$ cat src/rtl/fetch_ctrl.sv
// Front-end fetch sequencer: owns the fetch PC, keeps one imem read in flight and feeds the
// instruction queue. A redirect squashes whatever fetch is in flight or buffered.
module fetch_ctrl #(
   parameter logic [31:0] RESET_PC = 32'h6000_0000
) (
   input  logic        clk,
   input  logic        rst,
   input  logic        redirect_valid,
   input  logic [31:0] redirect_pc,
   output logic [31:0] imem_addr,
   output logic [3:0]  imem_rmask,
   input  logic [31:0] imem_rdata,
   input  logic        imem_resp,
   input  logic        iq_full,
   output logic        iq_enq,
   output logic [31:0] iq_inst,
   output logic [31:0] iq_pc,
   output logic [31:0] iq_pc_next
);

   typedef enum logic [1:0] {StReq, StWait, StHold} state_e;

   state_e      state_q, state_d;
   logic [31:0] pc_q, pc_d;
   logic        discard_q, discard_d;
   logic [31:0] buf_inst_q, buf_inst_d;
   logic [31:0] redirect_pc_aligned;
   logic [31:0] pc_plus4;

   assign redirect_pc_aligned = redirect_pc & ~32'h3;
   assign pc_plus4            = pc_q + 32'd4;

   always_ff @(posedge clk) begin
      if (rst) begin
         state_q    <= StReq;
         pc_q       <= RESET_PC;
         discard_q  <= 1'b0;
         buf_inst_q <= '0;
      end else begin
         state_q    <= state_d;
         pc_q       <= pc_d;
         discard_q  <= discard_d;
         buf_inst_q <= buf_inst_d;
      end
   end

   always_comb begin
      state_d    = state_q;
      pc_d       = pc_q;
      discard_d  = discard_q;
      buf_inst_d = buf_inst_q;
      imem_addr  = pc_q;
      imem_rmask = 4'h0;
      iq_enq     = 1'b0;
      iq_inst    = imem_rdata;
      iq_pc      = pc_q;
      iq_pc_next = pc_plus4;

      unique case (state_q)
         StReq: begin
            imem_rmask = 4'hF;
            state_d    = StWait;
            // The request is already committed, so its response must be dropped.
            if (redirect_valid) begin
               pc_d      = redirect_pc_aligned;
               discard_d = 1'b1;
            end
         end
         StWait: begin
            if (imem_resp) begin
               state_d = StReq;
               if (discard_q) begin
                  discard_d = 1'b0;
                  if (redirect_valid) pc_d = redirect_pc_aligned;
               end else if (redirect_valid) begin
                  pc_d = redirect_pc_aligned;
               end else if (!iq_full) begin
                  iq_enq = 1'b1;
                  pc_d   = pc_plus4;
               end else begin
                  buf_inst_d = imem_rdata;
                  state_d    = StHold;
               end
            end else if (redirect_valid) begin
               pc_d      = redirect_pc_aligned;
               discard_d = 1'b1;
            end
         end
         StHold: begin
            iq_inst = buf_inst_q;
            if (redirect_valid) begin
               pc_d    = redirect_pc_aligned;
               state_d = StReq;
            end else if (!iq_full) begin
               iq_enq  = 1'b1;
               pc_d    = pc_plus4;
               state_d = StReq;
            end
         end
         default: state_d = StReq;
      endcase

      if (rst) begin
         imem_rmask = 4'h0;
         iq_enq     = 1'b0;
      end
   end

endmodule

$ cat config.mk
export PLATFORM = sky130hd
export DESIGN_NAME = fetch_ctrl
export DESIGN_NICKNAME = d
export VERILOG_FILES = /design/src/rtl/fetch_ctrl.sv
export SDC_FILE = /design/constraint.sdc
export NUM_CORES = 1
export LEC_CHECK = 0
export BUFFER_PORTS_ARGS = -buffer_cell sky130_fd_sc_hd__buf_2
export CORE_MARGIN = 1
export CORE_UTILIZATION = 33
export CTS_BUF_LIST = sky130_fd_sc_hd__clkbuf_16
export CTS_CLUSTER_SIZE = 25
export DETAILED_ROUTE_END_ITERATION = 12
export PLACE_DENSITY_LB_ADDON = 0.1
export SLEW_MARGIN = 20
export SYNTH_ARGS = -nofsm -noshare
export SYNTH_HDL_FRONTEND = slang
export SYNTH_SLANG_ARGS = --single-unit
$ cat constraint.sdc
create_clock -name clk -period 2.75 [get_ports clk]
set_input_delay 0.275 -clock clk [delete_from_list [all_inputs] [get_ports clk]]
set_output_delay 0.275 -clock clk [all_outputs]
set_load 0.005 [all_outputs]
==> impl_metrics.yaml <==
outcome:
  status: "finished, final reports clean"
placed_design:
  hpwl_mm: 11.7
  portBuffers: 199
  dp_slack_ns: 0.462
  place_congestion: 0.917
clock_tree:
  cts-htree-levels: 3
  cts-root-buf: "clkbuf_16"
  path_clk_slew_ns: 0.06
  clk_path_buf_depth: 2
  clock_sinks: 67
  cts_tree: "yes"
  cts_buffers: 9
  postCtsHoldBufs: 0
  clock_latency_ns: 0.35
logic_synthesis:
  yosys_warnings: 0
  synth_top_area_share: 0.281
  synthDistinctLibCells: 63
  yosysTopAreaCell: "dfxtp_1"
  syn-cell-area_um2: 4770
  yosysSeqAreaShare: 0.281
  synth_top_family_by_area: "simple AND/OR/NAND/NOR gates"
  syn_inst: 614
  synth_xor_area_frac: 0.0533
  synthArstFlopShare: 0
  synth_flop_cell: "dfxtp_1"
  synth-edff-count: 0
  synth.mux.area_fraction: 0.123
  synth_adder_area_share: 0.0131
  synth_area_leaders: "dfxtp_1 28%, mux2_2 8.5%, nand2_1 7.2%"
  syn_nets: 688
  syn_avg_cell_area_um2: 7.76
  synth-simple-area-share: 0.240
  synth-seq-cells: 67
  synth_compound_area_frac: 0.176
timing:
  max_slew_margin: 0.517
  fin_skew_ns: 0.00641
  worstMarginPinSlew_ns: 0.719
  period_minus_slack_ns: 2.59
  fin_hold_ws_ns: 0.170
  drv_slew: 0
  setup_viol_count_final: 0
  setup_tns_ns: 0
  fmax_ghz: 0.386
  hold_violations: 0
  rsz0062_at_grt: "false"
  post-route-period-util: 0.943
  setup_ws_ns: 0.158
cells_and_area:
  syn2layout_area_growth_pct: 25.7
  num-fill-cells: 1468
  fin_nets: 835
  drive_above_1_share: 0.379
  diodes: 0
  most-common-layout-cells: "199 x buf_2, 91 x nand2_1, 67 x dfxtp_1"
  final_common_cell: "buf_2"
  utilization: 0.428
setup_path:
  cp.required_ns: 2.48
  rr_endpoint: "imem_addr[22]"
  r2r_start: "state_q[1]"
  crit_chain: "nand4_4 -> or3_1 -> nor2_8 -> nand3_4 -> xnor2_1 -> buf_2"
  crit_start: "imem_addr[4]"
  rrSetupSlack_ns: 0.33
  startpoint_type: "flip-flop"
  worstPathMaxFanout: 11
  cpLargestDelayFamily: "simple AND/OR/NAND/NOR gates"
  r2r_cells: 8
  path_class: "reg -> out"
  cp_num_buf_inv: 1
  slowest_delay_ns: 0.61
  cp_data_arrival_time_ns: 2.32
  cp-end-kind: "primary output"
  cpMaxStageDelayCell: "or3_1"
detailed_routing:
  avgRoutedWirePerCell_um: 16.9
  routed_wl_mm: 16.0
  viasPerCell: 5.31
  route.detailed.drc: 0
  via_count: 5027
  initialDrtViolationCount: 357
  postRouteAntennaNets: 0
  dr.pass1.iters: 5
global_route:
  grt_use_total: 0.213
  grt_start_max_net_pins: 36
  antenna_found_initial: 1
  overflow: 0
  grt_pass1_vias: 4637
  grt_pass1_wl_mm: 24.3
die:
  ios: 202
  die_w_um: 122
  coreArea_um2: 14000
  chipHeight_um: 122
  start_util: 0.341
  dieArea_um2: 14900
  rows: 43
hold_path:
  hold_end: "buf_inst_q[7]"
  hold_class: "in -> reg"
  whs_path_depth: 3
  min-delay-start: "imem_rdata[7]"
power:
  peakVddDrop_mv: 0.413
  cellPowerDensity_nw_per_um2: 494
  total_leakage_power_nw: 2.66
run:
  cap_violations: 0
## how the worst max path moves through the flow
stage / end / slack, ns / depth (start not counted)
after global routing: iq_pc_next[25] / 0.001 / 5
after floorplan: iq_inst[10] / 0.80 / 5
final: iq_pc_next[27] / 0.16 / 6
after detailed placement: imem_addr[25] / 0.46 / 8
after global placement: imem_addr[22] / 0.48 / 8
after CTS: iq_pc_next[30] / 0.09 / 6
## worst reg2reg max path, stage by stage, from the launching register on
cell      delay [ns]
dfxtp_1         0.38
inv_1           0.08
ha_1            0.27
and3b_1         0.34
nor2_1          0.57
nor3_1          0.13
buf_4           0.19
a221oi_1        0.29
a31oi_1         0.06
## synth_stat cells (all sizes together), types with 3 or more instances
cell	instances
nor2	42
xor2	12
o22ai	8
and2	5
ha	5
and4	3
a211oi	5
nand4	15
or2	4
nand2	91
xnor2	17
o32ai	3
buf	55
a21oi	53
and3	9
o211ai	6
nand2b	9
mux2	36
a221oi	8
inv	15
a2111oi	4
nand3	20
dfxtp	67
o21ai	19
nor4	5
mux2i	18
nor3	15
a31oi	9
clkbuf	30
nor2b	4
## layout make-up
class / count / area (µm²) / share of cell area
Clock buffer: 9 / 225 / 0.0376
Clock inverter: 7 / 92.6 / 0.0155
Inverter: 15 / 56.3 / 0.00940
Multi-Input combinational cell: 447 / 2890 / 0.482
Sequential cell: 67 / 1340 / 0.224
Tap cell: 180 / 225 / 0.0376
Timing Repair Buffer: 221 / 1160 / 0.194
## through the flow
| stage | instances | power [mW] | cell area, µm² |
|---|---|---|---|
| after detailed placement | 930 | 1.72 | 5670 |
| final | 946 | 2.96 | 5990 |
| after CTS | 946 | 2.98 | 5990 |
| after floorplan | 614 | 1.47 | 4770 |
| after global placement | 930 | 1.71 | 5670 |
| after global routing | 946 | 3.10 | 5990 |
## report_power, final
part | total (mW) | switching, mW | internal, mW | leakage, nW
Sequential | 1.09 | 0.0762 | 1.01 | 0.545
Clock | 1.26 | 0.467 | 0.792 | 0.155
Combinational | 0.610 | 0.329 | 0.281 | 1.96
Total | 2.96 | 0.873 | 2.09 | 2.66
## flip-flops by register name, summed over array words and instances (netlist names)
name and cells:
buf_inst_q 32, imem_addr 32, state_q 2, discard_q 1
## kinds of logic (layout without fill, tap and decap cells)
family | count (synthesis) | count (layout)
and+or+nand+nor | 228 | 228
muxes | 54 | 54
buffers and inverters | 100 | 252
adders and majority gates | 5 | 5
DFF | 67 | 67
xor gates and xnor gates | 29 | 29
AOI/OAI and AO/OA | 131 | 131
## per-layer routing
metal	share of wire	global-route usage	vias up
met3	0.082	0.0698	17
met5	0	0	-
li1	-	-	2435
met4	0.012	0.0709	0
met2	0.47	0.342	197
met1	0.43	0.266	2378
## repair_timing
item,CTS,global route
buffers inserted,0,0
resized for setup,0,1
endpoints found under the setup margin,0,3
No activity file was read; power rests on OpenSTA's default activity.
